[src/rtl/vga_pattern_gen.sv]
// rtl/vga_pattern_gen.sv - raster timing and four-pattern test image generator
module vga_pattern_gen #(
  parameter int   H_TOTAL   = 2200-1,
  parameter int   H_SYNC    = 44-1,
  parameter int   H_START   = 190-1,
  parameter int   H_END     = 2110-1,
  parameter int   V_TOTAL   = 1125-1,
  parameter int   V_SYNC    = 5-1,
  parameter int   V_START   = 41-1,
  parameter int   V_END     = 1121-1,
  parameter int   SCREEN_X  = 1920,
  parameter int   SCREEN_Y  = 1080,
  parameter int   SQUARE_X  = 500,
  parameter int   SQUARE_Y  = 500,
  parameter int   STEP      = 4,
  parameter int   COLOR_W   = 8,
  parameter int   CELL_LOG2 = 5,
  parameter logic SYNC_POL  = 1'b1
) (
  input  logic                 vpg_pclk,
  input  logic                 rst_n,
  input  logic [1:0]           mode,
  input  logic [3*COLOR_W-1:0] fg_color,
  output logic                 vpg_de,
  output logic                 vpg_hs,
  output logic                 vpg_vs,
  output logic [COLOR_W-1:0]   rgb_r,
  output logic [COLOR_W-1:0]   rgb_g,
  output logic [COLOR_W-1:0]   rgb_b,
  output logic                 frame_start
);

  localparam int HW = $clog2(H_TOTAL + 1);
  localparam int VW = $clog2(V_TOTAL + 1);
  localparam int PW = 3 * COLOR_W;

  localparam logic [HW-1:0] H_TOTAL_C = HW'(H_TOTAL);
  localparam logic [HW-1:0] H_SYNC_C  = HW'(H_SYNC);
  localparam logic [HW-1:0] H_START_C = HW'(H_START);
  localparam logic [HW-1:0] H_END_C   = HW'(H_END);
  localparam logic [HW-1:0] H_ONE     = HW'(1);
  localparam logic [HW-1:0] X_OFF     = HW'(H_START + 1);
  localparam logic [HW-1:0] SQ_W_X    = HW'(SQUARE_X);
  localparam logic [HW-1:0] SQ_MAX_X  = HW'(SCREEN_X - SQUARE_X);
  localparam logic [HW-1:0] STEP_X    = HW'(STEP);
  localparam logic [HW-1:0] BAR_LAST  = HW'(SCREEN_X / 8 - 1);

  localparam logic [VW-1:0] V_TOTAL_C = VW'(V_TOTAL);
  localparam logic [VW-1:0] V_SYNC_C  = VW'(V_SYNC);
  localparam logic [VW-1:0] V_START_C = VW'(V_START);
  localparam logic [VW-1:0] V_END_C   = VW'(V_END);
  localparam logic [VW-1:0] V_ONE     = VW'(1);
  localparam logic [VW-1:0] Y_OFF     = VW'(V_START + 1);
  localparam logic [VW-1:0] SQ_W_Y    = VW'(SQUARE_Y);
  localparam logic [VW-1:0] SQ_MAX_Y  = VW'(SCREEN_Y - SQUARE_Y);
  localparam logic [VW-1:0] STEP_Y    = VW'(STEP);

  logic [HW-1:0] hcnt, x, sq_x, bar_cnt;
  logic [VW-1:0] vcnt, y, sq_y;
  logic          dir_x, dir_y;
  logic [2:0]    bar_k, bar_rgb;
  logic [1:0]    mode_s;
  logic [PW-1:0] fg_s, pix;
  logic          active, frame_end, in_sq;

  assign frame_end = (hcnt == H_TOTAL_C) && (vcnt == V_TOTAL_C);
  assign active    = (hcnt > H_START_C) && (hcnt <= H_END_C) &&
                     (vcnt > V_START_C) && (vcnt <= V_END_C);
  assign x         = hcnt - X_OFF;
  assign y         = vcnt - Y_OFF;
  assign in_sq     = (x >= sq_x) && (x < sq_x + SQ_W_X) &&
                     (y >= sq_y) && (y < sq_y + SQ_W_Y);

  // Raster counters: hcnt wraps every line, vcnt advances at line end
  always_ff @(posedge vpg_pclk or negedge rst_n) begin
    if (!rst_n) begin
      hcnt <= '0;
      vcnt <= '0;
    end else if (hcnt == H_TOTAL_C) begin
      hcnt <= '0;
      vcnt <= (vcnt == V_TOTAL_C) ? '0 : vcnt + V_ONE;
    end else begin
      hcnt <= hcnt + H_ONE;
    end
  end

  // Square bounces at frame end, clamped to the screen; runs in every mode
  always_ff @(posedge vpg_pclk or negedge rst_n) begin
    if (!rst_n) begin
      sq_x  <= '0;
      sq_y  <= '0;
      dir_x <= 1'b1;
      dir_y <= 1'b1;
    end else if (frame_end) begin
      if (dir_x) begin
        if (sq_x + STEP_X >= SQ_MAX_X) begin
          sq_x  <= SQ_MAX_X;
          dir_x <= 1'b0;
        end else begin
          sq_x <= sq_x + STEP_X;
        end
      end else if (sq_x <= STEP_X) begin
        sq_x  <= '0;
        dir_x <= 1'b1;
      end else begin
        sq_x <= sq_x - STEP_X;
      end
      if (dir_y) begin
        if (sq_y + STEP_Y >= SQ_MAX_Y) begin
          sq_y  <= SQ_MAX_Y;
          dir_y <= 1'b0;
        end else begin
          sq_y <= sq_y + STEP_Y;
        end
      end else if (sq_y <= STEP_Y) begin
        sq_y  <= '0;
        dir_y <= 1'b1;
      end else begin
        sq_y <= sq_y - STEP_Y;
      end
    end
  end

  // Mode and colour are only taken at frame end so a frame is never torn
  always_ff @(posedge vpg_pclk or negedge rst_n) begin
    if (!rst_n) begin
      mode_s <= '0;
      fg_s   <= '0;
    end else if (frame_end) begin
      mode_s <= mode;
      fg_s   <= fg_color;
    end
  end

  // Bar index from a running pixel counter; bar 7 holds to absorb the remainder
  always_ff @(posedge vpg_pclk or negedge rst_n) begin
    if (!rst_n) begin
      bar_cnt <= '0;
      bar_k   <= '0;
    end else if (!active) begin
      bar_cnt <= '0;
      bar_k   <= '0;
    end else if (bar_k != 3'd7) begin
      if (bar_cnt == BAR_LAST) begin
        bar_cnt <= '0;
        bar_k   <= bar_k + 3'd1;
      end else begin
        bar_cnt <= bar_cnt + H_ONE;
      end
    end
  end

  // Bar palette as one bit per channel: white, yellow, cyan, green, magenta, red, blue, black
  always_comb begin
    bar_rgb = 3'b000;
    case (bar_k)
      3'd0:    bar_rgb = 3'b111;
      3'd1:    bar_rgb = 3'b110;
      3'd2:    bar_rgb = 3'b011;
      3'd3:    bar_rgb = 3'b010;
      3'd4:    bar_rgb = 3'b101;
      3'd5:    bar_rgb = 3'b100;
      3'd6:    bar_rgb = 3'b001;
      default: bar_rgb = 3'b000;
    endcase
  end

  // Pattern select for the current raster position; black outside active video
  always_comb begin
    pix = '0;
    if (active) begin
      case (mode_s)
        2'd0:    pix = fg_s;
        2'd1:    pix = {{COLOR_W{bar_rgb[2]}}, {COLOR_W{bar_rgb[1]}}, {COLOR_W{bar_rgb[0]}}};
        2'd2:    pix = (x[CELL_LOG2] ^ y[CELL_LOG2]) ? '1 : '0;
        default: pix = in_sq ? fg_s : '0;
      endcase
    end
  end

  // Output register: everything leaves one clock after its raster position
  always_ff @(posedge vpg_pclk or negedge rst_n) begin
    if (!rst_n) begin
      vpg_de      <= 1'b0;
      vpg_hs      <= ~SYNC_POL;
      vpg_vs      <= ~SYNC_POL;
      rgb_r       <= '0;
      rgb_g       <= '0;
      rgb_b       <= '0;
      frame_start <= 1'b0;
    end else begin
      vpg_de      <= active;
      vpg_hs      <= (hcnt <= H_SYNC_C) ? SYNC_POL : ~SYNC_POL;
      vpg_vs      <= (vcnt <= V_SYNC_C) ? SYNC_POL : ~SYNC_POL;
      rgb_r       <= pix[PW-1 -: COLOR_W];
      rgb_g       <= pix[2*COLOR_W-1 -: COLOR_W];
      rgb_b       <= pix[COLOR_W-1:0];
      frame_start <= (hcnt == '0) && (vcnt == '0);
    end
  end

endmodule
[config.mk]
export PLATFORM = sky130hd
export DESIGN_NAME = vga_pattern_gen
export DESIGN_NICKNAME = d
export VERILOG_FILES = /design/src/rtl/vga_pattern_gen.sv
export SDC_FILE = /design/constraint.sdc
export NUM_CORES = 1
export LEC_CHECK = 0
export CORE_ASPECT_RATIO = 1.2
export CORE_MARGIN = 2
export CORE_UTILIZATION = 40
export CTS_CLUSTER_SIZE = 14
export DETAILED_ROUTE_END_ITERATION = 6
export PLACE_DENSITY_LB_ADDON = 0.15
export RECOVER_POWER = 50
export SYNTH_ARGS = -nofsm -noshare
export SYNTH_HDL_FRONTEND = slang
export SYNTH_SLANG_ARGS = --single-unit
[constraint.sdc]
create_clock -name vpg_pclk -period 3.9 [get_ports vpg_pclk]
set_clock_uncertainty 0.1 [all_clocks]
set_input_delay 0.585 -clock vpg_pclk [delete_from_list [all_inputs] [get_ports vpg_pclk]]
set_output_delay 0.585 -clock vpg_pclk [all_outputs]
set_load 0.01 [all_outputs]
* After elaboration in Yosys (flattened, before gate mapping)
Index checks and enable logic that the tools add are counted.
** Cells by class
- Add/sub/neg operators :: 12
- $lt $le $gt $ge :: 14
- Equality and inequality tests :: 14
- Multiplexer cells :: 27
- Bitwise operators :: 1
- Reduce and logical (&&, ||, !) cells :: 13
** Operators by type and width (count)
- $mux 12 :: 7
- $mux 24 :: 3
- $pmux 24 s3 :: 1
- $mux 11 :: 4
- $add 12x1->12 const B :: 2
- $le 11x3->1 const B :: 2
- $pmux 3 s7 :: 1
- $add 12x3->12 const B :: 1
- $add 12x9->12 const B :: 1
- $eq 12x12->1 const B :: 1
- $eq 12x8->1 const B :: 1
- $ge 12x11->1 const B :: 1
- $ge 12x12->1 :: 1
- $gt 12x8->1 const B :: 1
- $le 12x12->1 const B :: 1
- $le 12x3->1 const B :: 1
- $le 12x6->1 const B :: 1
- $logic_not 12->1 :: 1
- $lt 12x12->1 :: 1
- $sub 12x3->12 const B :: 1
- $sub 12x8->12 const B :: 1
- $add 11x1->11 const B :: 1
- $add 11x3->11 const B :: 1
- $add 11x9->11 const B :: 1
- 24 further kinds :: 44
** Storage, ports and cells
- Register bits :: 117
- Input bits :: 28
- Output and inout port bits :: 28
- Word-level logic and storage cells :: 98

* Longest topological paths before layout
- Depth in word-level cells :: 8
- Mapped depth :: 15
- Gate-level depth less buffers :: 13

* Worst setup path after synthesis
No wires, ideal clock.
- Path type :: register to register
- From :: reg hcnt[3]
- To :: reg rgb_b[0]
- Data arrival time :: 2.876 ns
- Required time :: 3.682 ns
- Slack :: 0.806 ns
- Stages on the path, launching flop included :: 16
- Buffers on the path :: 2
- Period minus slack after synthesis :: 3.094 ns
- Path through :: dfrtp_1 clkbuf_1 and4_1 clkbuf_1 a21oi_1 nor2b_1 nor3_1 xor2_1 ha_1 nand2_1 nor2_1 a211oi_1 o21ai_0 and4_1 a31o_2 a21o_1
** On the way
- Longest elaborated chain between the ends :: 8
** Ends and longest elaborated chain
- from (decl) :: line 58 : logic [HW-1:0] hcnt, x, sq_x, bar_cnt;
- from (signal assigned) :: line 83 : hcnt <= hcnt + H_ONE;
- $sub 12x8->12 :: line 69 : assign x = hcnt - X_OFF;
- $ge 12x12->1 or $lt 12x12->1 (tied branches) :: line 71 : assign in_sq = (x >= sq_x) && (x < sq_x + SQ_W_X) &&
- $logic_and 1x1->1 (2 in series) :: line 71
- $logic_and 1x1->1 :: line 72 : (y >= sq_y) && (y < sq_y + SQ_W_Y);
- $mux 24 :: line 176 : default: pix = in_sq ? fg_s : '0;
- $pmux 24 s3 :: line 172 : case (mode_s)
- $mux 24 (*) :: line 171 : if (active) begin
- named net pix[0] :: line 63 : logic [PW-1:0] fg_s, pix;
- to (signal assigned) :: line 197 : rgb_b <= pix[COLOR_W-1:0];
- to (decl) :: line 29 : output logic [COLOR_W-1:0] rgb_b,
The timed path passes the listed nets; every way through them passes the cells marked *.
A chain may end at the register's enable or synchronous reset.

* Final worst setup path
- From :: reg vcnt[0]
- To :: reg rgb_g[2]
** On the way
- Longest elaborated chain between the ends :: 7
** Ends and longest elaborated chain
- from (decl) :: line 59 : logic [VW-1:0] vcnt, y, sq_y;
- from (signal assigned) :: line 81 : vcnt <= (vcnt == V_TOTAL_C) ? '0 : vcnt + V_ONE;
- $sub 11x6->11 :: line 70 : assign y = vcnt - Y_OFF;
- $ge 11x11->1 :: line 72
- $logic_and 1x1->1 :: line 71
- $logic_and 1x1->1 :: line 72
- $mux 24 :: line 176
- $pmux 24 s3 :: line 172
- $mux 24 (*) :: line 171
- named net pix[10] :: line 63
- to (signal assigned) :: line 196 : rgb_g <= pix[2*COLOR_W-1 -: COLOR_W];
- to (decl) :: line 28 : output logic [COLOR_W-1:0] rgb_g,
Marks and branches as above.

==> impl_results.md <==
* Outcome: finished, final reports clean
* Reg-to-reg critical path endpoint: rgb_g[2]$_DFF_PN0_
* PwrDens at 302 nW/µm²
* WHS at 0.368 ns
* Avg Inst Size Synth at 8.55 µm²
* Number of flops mapped to enable cells by yosys at 0
* Skew-Pair Late Insertion Delay at 0.42 ns
* Sequential area share after synthesis at 0.373
* Final hold vios at 0
* WL per Instance at 15.6 µm
* Critical path origin: vcnt[0]$_DFFE_PN0N_
* Crit path DAT at 3.67 ns
* Yosys warns at 0
* Crit path max fanout at 8
* Worst setup endpoint: rgb_g[2]$_DFF_PN0_
* Post-synthesis sequential element count at 113
* Ys flop type: dfrtp_1
* Syn nets at 979
* Worst-path clk slew at 0.06 ns
* Fin crit share at 0.894
* Ant diodes at 0
* RSZ-0062 raised after global routing: false
* Sink Count at 113
* Max_cap viols at 0
* TritonCTS Buffers at 17
* Slew HR at 0.0276
* Nets at 1017
* Core area at 18700 µm²
* Post-CTS Setup Inserts at 0
* Initial antenna violation count at 0
* Largest net degree at the start of global routing at 90
* Antenna Nets Post-Route at 0
* Detailed Route WL at 18600 µm
* # rows at 55
* Hold Path Class: register to register
* Register-to-Register Path Depth at 13
* Starting Density at 0.406
* Vias per inst at 5.35
* Leak Pwr at 3.79 nW
* Ys async rst share at 1.00
* Initial DRC count at 453
* Reg2Reg Launch Point: vcnt[0]$_DFFE_PN0N_
* Pins Over Slew Limit at 0
* Netlist cell types at 71
* DP Area at 8350 µm²
* H-tree Lvls at 4
* Mapped Area at 7590 µm²
* Clk buf depth at 2
* Clk root buf: clkbuf_16
* I/O pins at 56
* First-pass GRT wire length at 31300 µm
* TNS Setup at 0 ns
* Worst Setup Start Kind: register
* Final setup vio count at 0
* Die Y at 155 µm
* Worst Max-Slew Pin Slew at 1.46 ns
* DR vias at 6388
* Die Width at 130 µm
* Critical Path RT at 4.08 ns
* Cell count after synthesis at 888
* Routability cong. at 0.907
* Number of global-route vias before repair at 6250
* Dpl ws at 0.440 ns
* Overall Global Routing Usage at 0.196
* Full die area at 20100 µm²
* Pwr Total at 2.69 mW
* Share of cells above drive strength 1 at 0.0703
* DRC Markers at 0
* CTS tree: done
* Port Buffer Count at 55
* Final worst slack at 0.413 ns
* Crit end category: register
* Peak VDD IR at 0.247 mV
* DP HPWL at 13200 µm
* Max Clock Freq at 0.287 GHz
* Area growth, synth to finish at 17.2%
* Reg-to-reg setup timing slack at 0.41 ns
* Setup CP Type: register to register
* Final Instance Area at 8890 µm²
* GRT overflow at 0
* Pre-antenna DRT Iters at 5
* Fin crit period at 3.49 ns
-- cell usage after synthesis, types with 3 or more instances --
| cell | count | area (µm²) |
|---|---|---|
| nor2_1 | 78 | 293 |
| nand2_1 | 121 | 454 |
| clkbuf_1 | 36 | 135 |
| xnor2_1 | 45 | 394 |
| dfrtp_1 | 111 | 2780 |
| o211ai_1 | 7 | 52.6 |
| xor2_1 | 17 | 149 |
| buf_2 | 9 | 45.0 |
| a21o_1 | 17 | 128 |
| a41oi_1 | 4 | 35.0 |
| nor3_1 | 39 | 195 |
| and4_1 | 6 | 52.6 |
| nand4_1 | 18 | 113 |
| nand3_1 | 37 | 185 |
| a211oi_1 | 11 | 82.6 |
| or2_2 | 4 | 25.0 |
| nor4_1 | 12 | 75.1 |
| a21oi_2 | 3 | 26.3 |
| nor2b_1 | 6 | 37.5 |
| nor3b_1 | 3 | 22.5 |
| or3_1 | 7 | 43.8 |
| buf_6 | 3 | 33.8 |
| o31ai_1 | 4 | 30.0 |
| ha_1 | 63 | 788 |
| inv_1 | 39 | 146 |
| o21a_1 | 8 | 60.1 |
| and3_1 | 10 | 62.6 |
| nand2b_1 | 7 | 43.8 |
| a31oi_1 | 7 | 43.8 |
| a221o_1 | 3 | 30.0 |
| o21ai_0 | 55 | 275 |
| a21oi_1 | 49 | 245 |
-- final cells by class --
cell class	instances	area (µm²)
multi-input combinational	685	4390
timing repair buffer	69	648
clock buffer	18	429
tap	256	320
clock inverter	14	123
sequential	113	2830
inverter	40	150
fill	1856	9820
-- metal layers --
layer | wire (µm) | GRT usage
met1 | 8510 | 0.261
met2 | 9010 | 0.319
met3 | 763 | 0.0365
met4 | 304 | 0.0671
met5 | 0 | 0
-- per-stage QoR --
stage,util,instances
floorplan,-,888
global placement,0.446,1162
detailed placement,0.446,1162
CTS,0.476,1195
global route,0.475,1195
finish,0.475,1195
-- how the worst min path moves through the flow --
stage,slack (ns),cells after the start,end,startpoint
after global routing,0.39,2,fg_s[9]$_DFFE_PN0P_,fg_s[9]$_DFFE_PN0P_
after detailed placement,0.36,2,fg_s[16]$_DFFE_PN0P_,fg_s[16]$_DFFE_PN0P_
final,0.37,2,fg_s[12]$_DFFE_PN0P_,fg_s[12]$_DFFE_PN0P_
after global placement,0.35,2,fg_s[12]$_DFFE_PN0P_,fg_s[12]$_DFFE_PN0P_
after floorplan,0.19,0,bar_cnt[0]$_DFFE_PN0P_,rst_n
after CTS,0.37,2,fg_s[12]$_DFFE_PN0P_,fg_s[12]$_DFFE_PN0P_
-- what timing repair did --
item	in CTS	in global routing
setup endpoints to repair	0	0
hold buffers	1	0
gates resized for setup	0	0
hold endpoints to repair	22	0
-- critical path, stage by stage (launching register included) --
cell and delay (ns):
dfrtp_1 0.45, inv_1 0.11, ha_1 0.19, nor2b_1 0.30
o21ai_0 0.21, nor3_1 0.22, xnor2_1 0.14, ha_1 0.31
nand4_1 0.09, nor3_1 0.19, o311ai_0 0.13, and4_1 0.30
nor3_2 0.46, nor3_1 0.13
-- power by group --
group	internal (mW)	total, mW	leakage, nW	switching [mW]
Combinational	0.0241	0.0499	2.11	0.0258
Sequential	1.17	1.17	1.42	0
Clock	0.832	1.47	0.259	0.633
-- state kept, by name, summed over array words and instances, names as in the netlist, 2 cells and up --
name	cells
mode_s	2
rgb_g	8
bar_k	3
bar_cnt	12
sq_x	10
fg_s	24
sq_y	9
rgb_r	8
hcnt	12
vcnt	11
rgb_b	8
-- cells by family after synthesis --
family,synth area share
and+or+nand+nor,0.235
DFF,0.373
buffers and inverters,0.0494
muxes,0.00412
xor gates and xnor gates,0.0747
AOI/OAI and AO/OA,0.160
adders and majority gates,0.104
-- cells in the final DEF, fill, tap and decap left out, types with 6 or more instances in the layout --
master             n
a31oi_1            7
o21ai_0           55
nor4_1            12
o21a_1             8
inv_6              6
and3_1            10
o211ai_1           7
a21o_1            17
a21oi_1           49
inv_1             39
nand3_1           37
clkbuf_16         17
ha_1              63
a211oi_1          11
dfrtp_1          111
and4_1             6
xnor2_1           45
or3_1              7
nand2_1          121
nand2b_1           7
nor2_1            77
xor2_1            17
nor3_1            39
buf_4             11
clkdlybuf4s50_1   54
nor2b_1            6
nand4_1           18
(Power assumes the default switching activity.)
